[src/rtl/cls_pkg.sv]
// Shared PmodCLS protocol constants: command codes, ASCII bytes and parser state encodings.
// Used by both the receive-side parser and the command transmit side.
package cls_pkg;

    typedef enum logic [2:0] {
        CMD_CHAR       = 3'd0,
        CMD_CLEAR      = 3'd1,
        CMD_CURSOR     = 3'd2,
        CMD_ERASE_LINE = 3'd3,
        CMD_ERROR      = 3'd7
    } cmd_type_e;

    typedef enum logic [1:0] {
        ST_IDLE  = 2'd0,
        ST_ESC   = 2'd1,
        ST_PARAM = 2'd2
    } parse_state_e;

    localparam logic [7:0] ASCII_ESC    = 8'h1B;
    localparam logic [7:0] ASCII_LBRACK = 8'h5B;
    localparam logic [7:0] ASCII_CLEAR  = 8'h6A;
    localparam logic [7:0] ASCII_CURSOR = 8'h48;
    localparam logic [7:0] ASCII_ERASE  = 8'h4B;
    localparam logic [7:0] ASCII_SEMI   = 8'h3B;
    localparam logic [7:0] ASCII_ZERO   = 8'h30;
    localparam logic [7:0] ASCII_NINE   = 8'h39;
    localparam logic [7:0] ASCII_SPACE  = 8'h20;
    localparam logic [7:0] ASCII_TILDE  = 8'h7E;

    typedef struct packed {
        cmd_type_e   ctype;
        logic [7:0]  ch;
        logic [1:0]  row;
        logic [4:0]  col;
    } cls_cmd_t;

    function automatic logic is_digit(input logic [7:0] b);
        return (b >= ASCII_ZERO) && (b <= ASCII_NINE);
    endfunction

    function automatic logic is_print(input logic [7:0] b);
        return (b >= ASCII_SPACE) && (b <= ASCII_TILDE);
    endfunction

    function automatic logic [7:0] clamp_u8(input logic [7:0] v, input logic [7:0] lim);
        return (v > lim) ? lim : v;
    endfunction

endpackage

[src/rtl/cls_param_acc.sv]
// Two-slot decimal parameter accumulator: p[slot] = p[slot]*10 + digit, saturating at 255.
module cls_param_acc (
    input  logic       clk,
    input  logic       rst,
    input  logic       clear,
    input  logic       digit_en,
    input  logic       slot,
    input  logic [3:0] digit,
    output logic [7:0] p0,
    output logic [7:0] p1
);

    logic [1:0][7:0] p_q, p_d;
    logic [11:0]     mac;

    always_comb begin
        p_d = p_q;
        mac = ({4'b0, p_q[slot]} * 12'd10) + {8'b0, digit};
        if (clear) begin
            p_d = '0;
        end else if (digit_en) begin
            p_d[slot] = (mac > 12'd255) ? 8'hFF : mac[7:0];
        end
    end

    always_ff @(posedge clk) begin
        if (rst) p_q <= '0;
        else     p_q <= p_d;
    end

    assign p0 = p_q[0];
    assign p1 = p_q[1];

endmodule

[src/rtl/cls_escape_parser.sv]
// PmodCLS receive decoder: printable bytes and "Esc [ params cmd" sequences -> one command each.
// Optional CLS_PARSE_ERRCNT_EN adds a saturating err_count output.
module cls_escape_parser
    import cls_pkg::*;
#(
    parameter int ROWS    = 2,
    parameter int COLS    = 16,
    parameter int MAX_SEQ = 8
) (
    input  logic       CLK,
    input  logic       RST,
    input  logic [7:0] rx_data,
    input  logic       rx_valid,
    output logic       rx_ready,
    output logic       cmd_valid,
    input  logic       cmd_ready,
    output logic [2:0] cmd_type,
    output logic [7:0] cmd_char,
    output logic [1:0] cmd_row,
    output logic [4:0] cmd_col
`ifdef CLS_PARSE_ERRCNT_EN
    ,
    output logic [7:0] err_count
`endif
);

    localparam int         SEQ_W   = $clog2(MAX_SEQ + 1);
    localparam logic [7:0] ROW_MAX = 8'(ROWS - 1);
    localparam logic [7:0] COL_MAX = 8'(COLS - 1);

    parse_state_e     state_q, state_d;
    logic [SEQ_W-1:0] seq_q, seq_d, seq_next;
    logic [1:0]       idx_q, idx_d;
    cls_cmd_t         cmd_q, cmd_d;
    logic             cmd_valid_q, cmd_valid_d;

    logic             acc, at_limit, emit, acc_clear, digit_en;
    cmd_type_e        emit_type;
    logic [7:0]       emit_char, p0, p1, row8, col8;

    // Single holding register: accept a byte whenever the slot is empty or draining this cycle.
    assign rx_ready = !RST && (!cmd_valid_q || cmd_ready);
    assign acc      = rx_valid && rx_ready;

    cls_param_acc u_param_acc (
        .clk      (CLK),
        .rst      (RST),
        .clear    (acc_clear),
        .digit_en (digit_en),
        .slot     (idx_q[0]),
        .digit    (rx_data[3:0]),
        .p0       (p0),
        .p1       (p1)
    );

    always_comb begin
        state_d     = state_q;
        seq_d       = seq_q;
        idx_d       = idx_q;
        cmd_d       = cmd_q;
        cmd_valid_d = cmd_valid_q && !cmd_ready;
        emit        = 1'b0;
        emit_type   = CMD_ERROR;
        emit_char   = 8'h00;
        acc_clear   = 1'b0;
        digit_en    = 1'b0;
        seq_next    = seq_q + SEQ_W'(1);
        at_limit    = (seq_next >= SEQ_W'(MAX_SEQ));
        row8        = clamp_u8(p0, ROW_MAX);
        col8        = clamp_u8(p1, COL_MAX);

        if (acc) begin
            case (state_q)
                ST_IDLE: begin
                    if (rx_data == ASCII_ESC) begin
                        state_d = ST_ESC;
                        seq_d   = '0;
                    end else if (is_print(rx_data)) begin
                        emit      = 1'b1;
                        emit_type = CMD_CHAR;
                        emit_char = rx_data;
                    end
                end
                ST_ESC: begin
                    seq_d = seq_next;
                    if (rx_data == ASCII_LBRACK) begin
                        acc_clear = 1'b1;
                        idx_d     = 2'd0;
                        emit      = at_limit;
                        state_d   = at_limit ? ST_IDLE : ST_PARAM;
                    end else if (rx_data == ASCII_ESC) begin
                        emit  = 1'b1;
                        seq_d = '0;
                    end else begin
                        emit    = 1'b1;
                        state_d = ST_IDLE;
                    end
                end
                ST_PARAM: begin
                    seq_d = seq_next;
                    // A terminator on the last allowed byte still completes the sequence.
                    if (is_digit(rx_data)) begin
                        digit_en = (idx_q != 2'd2);
                        if (at_limit) begin
                            emit    = 1'b1;
                            state_d = ST_IDLE;
                        end
                    end else if (rx_data == ASCII_SEMI) begin
                        if (idx_q == 2'd2 || at_limit) begin
                            emit    = 1'b1;
                            state_d = ST_IDLE;
                        end else begin
                            idx_d = idx_q + 2'd1;
                        end
                    end else if (rx_data == ASCII_CLEAR) begin
                        emit      = 1'b1;
                        emit_type = CMD_CLEAR;
                        state_d   = ST_IDLE;
                    end else if (rx_data == ASCII_CURSOR) begin
                        emit      = 1'b1;
                        emit_type = CMD_CURSOR;
                        state_d   = ST_IDLE;
                    end else if (rx_data == ASCII_ERASE) begin
                        emit      = 1'b1;
                        emit_type = CMD_ERASE_LINE;
                        state_d   = ST_IDLE;
                    end else if (rx_data == ASCII_ESC) begin
                        emit    = 1'b1;
                        state_d = ST_ESC;
                        seq_d   = '0;
                    end else begin
                        emit    = 1'b1;
                        state_d = ST_IDLE;
                    end
                end
                default: state_d = ST_IDLE;
            endcase
        end

        if (emit) begin
            cmd_valid_d = 1'b1;
            cmd_d.ctype = emit_type;
            cmd_d.ch    = emit_char;
            cmd_d.row   = (emit_type == CMD_CURSOR) ? row8[1:0] : 2'd0;
            cmd_d.col   = (emit_type == CMD_CURSOR) ? col8[4:0] : 5'd0;
        end
    end

`ifdef CLS_PARSE_ERRCNT_EN
    logic [7:0] err_cnt_q, err_cnt_d;

    always_comb begin
        err_cnt_d = err_cnt_q;
        if (emit && emit_type == CMD_ERROR && err_cnt_q != 8'hFF) err_cnt_d = err_cnt_q + 8'd1;
    end

    always_ff @(posedge CLK) begin
        if (RST) err_cnt_q <= 8'h00;
        else     err_cnt_q <= err_cnt_d;
    end

    assign err_count = err_cnt_q;
`endif

    always_ff @(posedge CLK) begin
        if (RST) begin
            state_q     <= ST_IDLE;
            seq_q       <= '0;
            idx_q       <= 2'd0;
            cmd_q       <= '{ctype: CMD_CHAR, ch: 8'h00, row: 2'd0, col: 5'd0};
            cmd_valid_q <= 1'b0;
        end else begin
            state_q     <= state_d;
            seq_q       <= seq_d;
            idx_q       <= idx_d;
            cmd_q       <= cmd_d;
            cmd_valid_q <= cmd_valid_d;
        end
    end

    assign cmd_valid = cmd_valid_q;
    assign cmd_type  = cmd_q.ctype;
    assign cmd_char  = cmd_q.ch;
    assign cmd_row   = cmd_q.row;
    assign cmd_col   = cmd_q.col;

endmodule

[config.mk]
export PLATFORM = sky130hd
export DESIGN_NAME = cls_escape_parser
export DESIGN_NICKNAME = d
export VERILOG_FILES = /design/src/rtl/cls_pkg.sv /design/src/rtl/cls_param_acc.sv /design/src/rtl/cls_escape_parser.sv
export SDC_FILE = /design/constraint.sdc
export NUM_CORES = 1
export LEC_CHECK = 0
export CORE_MARGIN = 10
export CORE_UTILIZATION = 30
export CTS_CLUSTER_SIZE = 16
export DETAILED_ROUTE_END_ITERATION = 8
export PLACE_DENSITY_LB_ADDON = 0.05
export SYNTH_ARGS = -nofsm -noshare
export SYNTH_HDL_FRONTEND = slang
export SYNTH_SLANG_ARGS = --single-unit
export TNS_END_PERCENT = 30
[constraint.sdc]
create_clock -name CLK -period 4.2 [get_ports CLK]
set_input_delay 0.63 -clock CLK [delete_from_list [all_inputs] [get_ports CLK]]
set_output_delay 0.63 -clock CLK [all_outputs]
set_load 0.01 [all_outputs]
==> results_dict.tcl, run 1 <==
set metrics [dict create \
    outcome "complete, no violations" \
    synth.largest_area_cell "dfxtp_1" \
    grt_overflow_total 0 \
    r2r_end "u_param_acc.p1[2]" \
    gp_congestion 0.734 \
    setup_tns_ps 0 \
    clock-root-buffer "clkbuf_8" \
    critPathMaxStageDelay_ps 610 \
    synthAdderAreaFrac_pct 11.9 \
    pin_count 32 \
    yosysMostFrequentCell "dfxtp_1" \
    syn-num-nets 328 \
    fin_crit_ps 3510 \
    synth_xor_area_share_pct 3.45 \
    drive_gt1_share_pct 7.74 \
    switching_share_pct 23.7 \
    clockBufferDepth 2 \
    synth_cells 293 \
    min_to "cmd_char[7]" \
    async_flop_share_pct 0 \
    antenna_found_initial 0 \
    fin_skew_ps 9.47 \
    fp.dieH_um 112 \
    dr.pass1.iters 4 \
    clock_latency_ps 300 \
    hold_viol 0 \
    ant_nets 0 \
    synthFlopType "dfxtp_1" \
    cp-end-kind "register" \
    grt_pass1_vias 2079 \
    worstHoldPathType "register to register" \
    grtUsageTotal_pct 10.3 \
    core_um2 8220 \
    reg2reg_from "idx_q[0]" \
    worst_pin_slew_ps 776 \
    relSlewSlack_pct 48.1 \
    worstSetupPathType "register to register" \
    synth_compound_area_share_pct 20.1 \
    post_cts_buffers 0 \
    cts.reportedPaths.clkPinSlew_ps 90 \
    muxShareOfSynthArea_pct 3.89 \
    power_density_nw_per_um2 263 \
    drc 0 \
    clkPwrFrac_pct 41.0 \
    cp_max_fo 12 \
    fin_crit_sh_pct 83.5 \
    grt_pass1_wl_um 10900 \
    synth_top_area_share_pct 33.9 \
    die_x_um 112 \
    multi_input_area_um2 1580 \
    cp_top_family "adder cells" \
    synthTopCellsByArea "dfxtp_1 (34%), ha_1 (10%), nor2_1 (5.8%)" \
    grt_start_max_net_pins 27 \
    p_sw_mw 0.192 \
    cts_tree "done" \
    crit_slowest_cell "dfxtp_1" \
    vdd.ir_drop.worst_mv 0.112 \
    rsz0062_at_grt "false" \
    fillCellCount 844 \
    fmax_mhz 285 \
    viasPerCell 5.15 \
    synth_edf_count 0 \
    whs_ps 466 \
    totalWireLength_um 6500 \
    reg2reg_depth 12 \
    final_cells 428 \
    required_ps 4360 \
    num_vias 2203 \
    synth_seq_cells 43 \
    drt_iter0_drc 114 \
    syn_area_um2 2540 \
    maxCapViolCount 0 \
    hold_start "cmd_char[7]" \
    critPathArrivalTime_ps 3670 \
    die_area_um2 12500 \
    synth-simple-area-share_pct 22.7 \
    diodes 0 \
    numPortBuffers 31 \
    yosysSeqAreaShare_pct 33.9 \
    rrSetupSlack_ps 690 \
    numCtsBuffers 5 \
    synth.avg_cell_area_um2 8.67 \
    min_path_cells 1 \
    area_delta_synth_final_pct 20.8 \
    drv_slew 0 \
    rows 33 \
    power_frac_comb_pct 7.9 \
    seqCellArea_um2 861 \
    internal_power_mw 0.617 \
    crit_buf_inv 2 \
    leakagePower_nw 1.16 \
    wl_per_cell_um 15.2 \
    cp-start-kind "register" \
    clock-sinks 43 \
    final_nets 357 \
    initial_core_util_pct 30.9 \
    placed_cells 420 \
    cts_max_level 2 \
    hpwlAfterDp_um 4920 \
    holdBufCountCts 0 \
    yosysUniqueCellTypes 48 \
    power_frac_seq_pct 51.1 \
    ys_top_cells_by_count "dfxtp_1 (43), nor2_1 (39), ha_1 (21)" \
    synth_top_family_by_area "simple AND/OR/NAND/NOR gates" \
    crit_chain "mux2i_1 > inv_1 > ha_1 > ha_1 > inv_1 > fa_1 > nand2b_1 > a21oi_1 > xor2_1 > nand4_1 > a21oi_2 > a311oi_1" \
    setup_violations 0 \
    ys_warn_count 0 \
    ctsResizeCount 0 \
]
## final cells by class
| type | instances | area share [%] |
|---|---|---|
| clock buffer | 5 | 2.24 |
| clock inverter | 3 | 1.43 |
| inverter | 15 | 1.83 |
| multi-input combinational | 223 | 51.3 |
| sequential | 43 | 28.0 |
| tap | 105 | 4.28 |
| timing repair buffer | 34 | 10.8 |
## stage by stage
step,total power [mW],instance area (um2),util [%],worst slack (ps)
after floorplan,0.455,2540,-,1020
after global placement,0.488,2960,36.0,692
after detailed placement,0.487,2960,36.0,653
after CTS,0.822,3070,37.4,636
after global routing,0.846,3070,37.4,325
final,0.808,3070,37.4,691
## flip-flops by register name, summed over array words and instances (netlist names)
register        flops
cmd_valid           1
cmd_type            3
cmd_char            8
seq_q               4
state_q             2
cmd_row             2
idx_q               2
u_param_acc.p0      8
cmd_col             5
u_param_acc.p1      8
## cell usage in the layout, fill, tap and decap left out, drive strengths merged, types with 5 or more instances in the layout
cell           Yosys  routed
and2               5       5
nand3b             5       5
a21oi             14      14
o21ai             13      13
a22oi              9       9
nand2b             6       6
clkdlybuf4s50      0      31
inv               15      15
ha                21      21
a21o               6       6
xor2               5       5
xnor2              5       5
clkbuf             9       5
nor2              39      39
nor4               8       8
nor2b              5       5
mux2               7       7
dfxtp             43      43
a311oi            10      10
nand2             13      13
## routing by layer
layer  part of all wire, %  track usage, %  wire, um  vias up
met5                     0               0         0        -
met4                  0.38            2.28        25        0
met3                   6.7            3.57       433        2
met2                    41            14.6      2680       59
met1                    52            14.5      3360     1013
li1                      -               -         -     1129
## worst max-delay path by stage
stage	to	cells after the start	slack, ps	start
after global routing	u_param_acc.p1[2]	12	320	idx_q[0]
final	u_param_acc.p1[2]	12	690	idx_q[0]
after detailed placement	u_param_acc.p1[5]	12	650	idx_q[0]
after CTS	u_param_acc.p1[0]	12	640	idx_q[0]
after floorplan	u_param_acc.p0[3]	13	1020	idx_q[0]
after global placement	u_param_acc.p1[2]	12	690	idx_q[0]
## power by group through the flow
stage	Combinational [mW]	Sequential [mW]	Clock, mW
detailed placement	0.0647	0.423	0
finish	0.0641	0.413	0.331
global route	0.0713	0.414	0.360
floorplan	0.0301	0.425	0
global placement	0.0649	0.423	0
CTS	0.0651	0.413	0.344
## kinds of logic after synthesis
family,count (synthesis)
flip-flops,43
AND/OR/NAND/NOR,108
adder cells (fa/ha/maj),23
multiplexers,9
AO/OA/AOI/OAI,73
XOR/XNOR,10
buffers and inverters,27
## worst reg2reg max path: cells and delay by family, from the launching register on
family,cells,cell delay (ps)
adders and majority gates,3,910
AOI/OAI and AO/OA,3,780
DFF,1,610
muxes,1,360
and+or+nand+nor,2,330
xor gates and xnor gates,1,220
buffers and inverters,2,180
Power figures use the tool's default switching activity.
==> run 2: changes to the inputs <==
clock period = 3.1 ns   (was 4.2 ns; I/O delays follow)
==> run 2 against run 1 <==
Effect of this change:
- sequential power is 35% higher
- final cell count rose by 4.9%
- cell area rose by 7.6%
- clock skew is 5.8 ps lower
- largest cell class unchanged
- total power is 35% higher
- largest power group unchanged
==> results_dict.tcl, run 2 (synthesis results as in run 1) <==
set metrics [dict create \
    totalWireLength_um 6760 \
    worst_pin_slew_ps 739 \
    grt_pass1_wl_um 11200 \
    gp_congestion 0.786 \
    num_vias 2263 \
    cp_top_family "compound AO/OA/AOI/OAI gates" \
    cts.reportedPaths.clkPinSlew_ps 90 \
    numCtsBuffers 5 \
    final_cell_mix "dfxtp_1 (42), nor2_1 (39), clkdlybuf4s50_1 (31)" \
    switching_share_pct 23.1 \
    p_sw_mw 0.253 \
    leakagePower_nw 1.29 \
    clock-root-buffer "clkbuf_8" \
    cts_tree "done" \
    area_delta_synth_final_pct 30.0 \
    worstHoldPathType "register to register" \
    drive_gt1_share_pct 17.2 \
    maxCapViolCount 0 \
    crit_buf_inv 2 \
    fp.dieH_um 112 \
    setup_tns_ps 0 \
    rows 33 \
    crit_slowest_cell "dfxtp_4" \
    fmax_mhz 334 \
    internal_power_mw 0.841 \
    drc 0 \
    critPathArrivalTime_ps 3160 \
    wl_per_cell_um 15.0 \
    drt_iter0_drc 92 \
    cts_max_level 2 \
    power_frac_comb_pct 8.7 \
    pin_count 32 \
    viasPerCell 5.04 \
    dr.pass1.iters 4 \
    critPathMaxStageDelay_ps 410 \
    numPortBuffers 31 \
    die_area_um2 12500 \
    fillCellCount 823 \
    clockBufferDepth 2 \
    required_ps 3270 \
    clock-sinks 43 \
    cp_max_fo 6 \
    design_power_total_mw 1.09 \
    fin_skew_ps 3.69 \
    ant_nets 0 \
    relSlewSlack_pct 50.3 \
    final_common_cell "dfxtp_1" \
    post_dp_cell_area_um2 3110 \
    clkPwrFrac_pct 40.2 \
    grt_overflow_total 0 \
    grt_pass1_vias 2271 \
    grt_start_max_net_pins 27 \
    power_frac_seq_pct 51.1 \
    initial_core_util_pct 30.9 \
    rsz0062_at_grt "false" \
    worstSetupPathType "register to register" \
    power_density_nw_per_um2 331 \
    vdd.ir_drop.worst_mv 0.125 \
    fin_crit_sh_pct 96.4 \
    antenna_found_initial 0 \
    crit_chain "mux2_2 > ha_1 > ha_1 > a21o_1 > and4_1 > a2111oi_2 > o21ai_0 > buf_4 > a21oi_2 > buf_4 > a311oi_2" \
    cp-start-kind "register" \
    die_x_um 112 \
    grtUsageTotal_pct 10.5 \
    outcome "complete, no violations" \
    cp-end-kind "register" \
    hpwlAfterDp_um 5190 \
    core_um2 8220 \
    postLayoutCellArea_um2 3300 \
    drv_slew 0 \
    fin_crit_ps 2990 \
    post-route-util_pct 40.2 \
    final_nets 378 \
    diodes 0 \
    whs_ps 457 \
    clock_latency_ps 290 \
    setup_violations 0 \
    hold_viol 0 \
]
-- run 2: cell types whose count changed in the layout (fill, tap and decap cells not counted), sizes merged --
| cell | delta |
|---|---|
| buf | +21 |
-- run 2: metrics by stage --
step	setup slack, ps	std cells
3_3_place_gp	72.3	440
4_1_cts	62.6	448
6_report	110	449
3_5_place_dp	13.5	440
5_1_grt	14.7	449
2_1_floorplan	50.5	293
-- run 2: power groups by stage --
stage	clock network, mW	registers [mW]	logic (mW)
final	0.439	0.559	0.0957
after global routing	0.477	0.560	0.107
after CTS	0.459	0.560	0.0959
after detailed placement	0	0.573	0.0954
after global placement	0	0.573	0.0960
after floorplan	0	0.575	0.0408
-- run 2: metal layers --
metal	part of all wire (%)	track usage, %	routed length, um
met1	52	14.5	3510
met2	41	15.0	2740
met3	6.3	3.62	423
met4	1.2	3.13	80
met5	0	0	0
-- run 2: area by class of cell --
type                            instances  area (um2)  area share (%)
Clock buffer                            5        68.8            2.08
Clock inverter                          3        43.8            1.33
Inverter                               15        56.3            1.70
Multi-Input combinational cell        223        1640            49.8
Sequential cell                        43         865            26.2
Tap cell                              105         131            3.98
Timing Repair Buffer                   55         494            15.0
-- run 2: path summary, 6_finish.rpt --
kind	from	to	slack [ps]	cells after the start
min reg2reg	cmd_row[0]	cmd_row[0]	460	1
min	cmd_row[0]	cmd_row[0]	460	1
max reg2reg	idx_q[0]	u_param_acc.p1[0]	110	11
max	idx_q[0]	u_param_acc.p1[0]	110	11
-- run 2: worst register-to-register path, stage by stage, from the launching register on --
cell	delay [ps]
dfxtp_4	410
mux2_2	370
ha_1	310
ha_1	290
a21o_1	210
and4_1	210
a2111oi_2	320
o21ai_0	130
buf_4	160
a21oi_2	180
buf_4	180
a311oi_2	90
-- run 2: timing repair --
item | CTS | global route
pin swaps | 0 | 5
gates resized for setup | 1 | 18
cloned | 0 | 1
endpoints found under the setup margin | 8 | 16
setup buffers | 0 | 0
hold buffers | 0 | 0
==> RTL change: new RTL, config.mk and constraints of run 1 <==
The parameter `MAX_SEQ` goes from 8 to 4.
--- a/src/rtl/cls_escape_parser.sv
+++ b/src/rtl/cls_escape_parser.sv
@@ -5,7 +5,7 @@
 #(
     parameter int ROWS    = 2,
     parameter int COLS    = 16,
-    parameter int MAX_SEQ = 8
+    parameter int MAX_SEQ = 4
 ) (
     input  logic       CLK,
     input  logic       RST,
Check against the original RTL: not equivalent (Yosys sat finds a counterexample within 10 cycles, from zero or initial values and one cycle with RST high).
==> RTL change against run 1 <==
  * Die area grew 4.6%
  * Sequential cell count shrank 1
  * Worst setup slack gained 0.075 ns
  * Cell area grew 3.3%
  * Hold slack lost 0.0028 ns
  * Wire length grew 9.6%
  * Combinational power grew 15%
  * Cell count grew 2.1%
  * Synthesized area grew 5.7%
  * Total power shrank 5.8%
  * Largest cell class unchanged
==> RTL change: results (changes against run 1) <==
\begin{tabular}{lr}
\hline
Metric & Value \\
\hline
\multicolumn{2}{l}{\textbf{Outcome}} \\
Outcome & complete, no violations (unchanged) \\
\multicolumn{2}{l}{\textbf{Critical path}} \\
Minimum setup slack among reg-to-reg paths & 0.77 ns (was 0.69 ns) \\
CP arrival & 3.66 ns (was 3.67 ns) \\
R2R depth & 9 (was 12) \\
Highest fanout seen on the critical path & 16 (was 12) \\
Capturing instance or port of the critical path & u\_param\_acc.p0[2] (was u\_param\_acc.p1[2]) \\
\multicolumn{2}{l}{\textbf{Placement}} \\
Setup slack at placement & 0.7397 ns (was 0.6528 ns) \\
Routability Congestion & 0.8011 (was 0.7337) \\
Detailed placement HPWL & 5374 um (was 4917 um) \\
\multicolumn{2}{l}{\textbf{Synthesis}} \\
Netlist cell types & 54 (was 48) \\
Net count after synthesis & 335 (was 328) \\
Sequential fraction of the synthesis area & 31.33\% (was 33.89\%) \\
Top post-synthesis cells by count & 42 x sky130\_fd\_sc\_hd\_\_dfxtp\_1, 26 x sky130\_fd\_sc\_hd\_\_o21ai\_0, 22 x sky130\_fd\_sc\_hd\_\_nor2\_1, 21 x sky130\_fd\_sc\_hd\_\_ha\_1, 18 x sky130\_fd\_sc\_hd\_\_nand2\_1 (was 43 x sky130\_fd\_sc\_hd\_\_dfxtp\_1, 39 x sky130\_fd\_sc\_hd\_\_nor2\_1, 21 x sky130\_fd\_sc\_hd\_\_ha\_1, 15 x sky130\_fd\_sc\_hd\_\_inv\_1) \\
Biggest area contributors in the synthesized netlist & sky130\_fd\_sc\_hd\_\_dfxtp\_1 31\%, sky130\_fd\_sc\_hd\_\_ha\_1 9.8\%, sky130\_fd\_sc\_hd\_\_o21ai\_0 4.8\% (was sky130\_fd\_sc\_hd\_\_dfxtp\_1 34\%, sky130\_fd\_sc\_hd\_\_ha\_1 10\%, sky130\_fd\_sc\_hd\_\_nor2\_1 5.8\%) \\
\multicolumn{2}{l}{\textbf{Route}} \\
Routed wl met2 & 2838 um (was 2679 um) \\
Violation count after the first detailed-routing iteration & 153 (was 114) \\
Wire length per cell & 16.29 um (was 15.18 um) \\
Sum of met3 wire segment lengths after detailed routing & 431 um (was 433 um) \\
Met1 layer wirelength in the final routing & 3810 um (was 3358 um) \\
\multicolumn{2}{l}{\textbf{Timing}} \\
Final Cycle Share & 81.75\% (was 83.55\%) \\
\multicolumn{2}{l}{\textbf{GRT}} \\
Overall Global Routing Usage & 10.98\% (was 10.26\%) \\
GR met2 Demand/Resource & 15.52\% (was 14.57\%) \\
Met1 track utilization from global routing & 16.28\% (was 14.46\%) \\
GR Layer Usage met3 & 2.463\% (was 3.568\%) \\
\multicolumn{2}{l}{\textbf{Finish}} \\
Syn-to-layout area delta & 18.18\% (was 20.84\%) \\
FILL cells & 911 (was 844) \\
\multicolumn{2}{l}{\textbf{Power and ir drop}} \\
Pleak & 1.221 nW (was 1.158 nW) \\
Highest ir drop seen on vdd & 0.09841 mV (was 0.1121 mV) \\
\hline
\end{tabular}
## RTL change: worst min path at each step
stage,to,cells past startpoint,slack [ns],start
2_1_floorplan,idx_q[1],2,0.44,idx_q[1]
3_3_place_gp,cmd_char[7],1,0.44,cmd_char[7]
3_5_place_dp,cmd_col[0],2,0.45,cmd_col[0]
4_1_cts,cmd_col[1],2,0.47,cmd_col[1]
5_1_grt,cmd_col[1],2,0.47,cmd_col[1]
6_report,cmd_col[1],2,0.46,cmd_col[1]
## RTL change: per-stage QoR
step	instances	hold WS, ns
floorplan	300	0.4362
global placement	429	0.4433
detailed placement	429	0.4489
CTS	437	0.4670
global route	437	0.4729
finish	437	0.4632
## RTL change: worst register-to-register path: cells and delay by family (launching register included)
family,cells,cell delay (ns)
and+or+nand+nor,2,0.50
adders and majority gates,3,0.95
xor gates and xnor gates,1,0.17
AOI/OAI and AO/OA,1,0.18
DFF,1,0.60
muxes,2,0.95
## RTL change: layout make-up
type / count / area share [%]
multi-input combinational: 234 / 54.44
sequential: 42 / 26.51
timing repair buffer: 34 / 10.49
tap: 108 / 4.260
clock buffer: 6 / 2.604
inverter: 11 / 1.302
clock inverter: 2 / 0.3945
## RTL change: report_power, final
part           leakage (nW)  switching, mW  internal [mW]  total [mW]
clock                0.0472          0.149          0.132       0.282
combinational         0.835         0.0397         0.0343      0.0740
sequential            0.339        0.00247          0.403       0.405
## RTL change: kinds of logic (layout without fill, tap and decap cells)
group                    count (synthesis)  after routing  synth area share (%)
AND/OR/NAND/NOR                        105            105                 24.38
AO/OA/AOI/OAI                           86             86                 21.07
flip-flops                              42             42                 31.33
adder cells (fa/ha/maj)                 23             23                 11.28
XOR/XNOR                                 6              6                 1.958
multiplexers                            14             14                 5.641
buffers and inverters                   24             53                 4.336
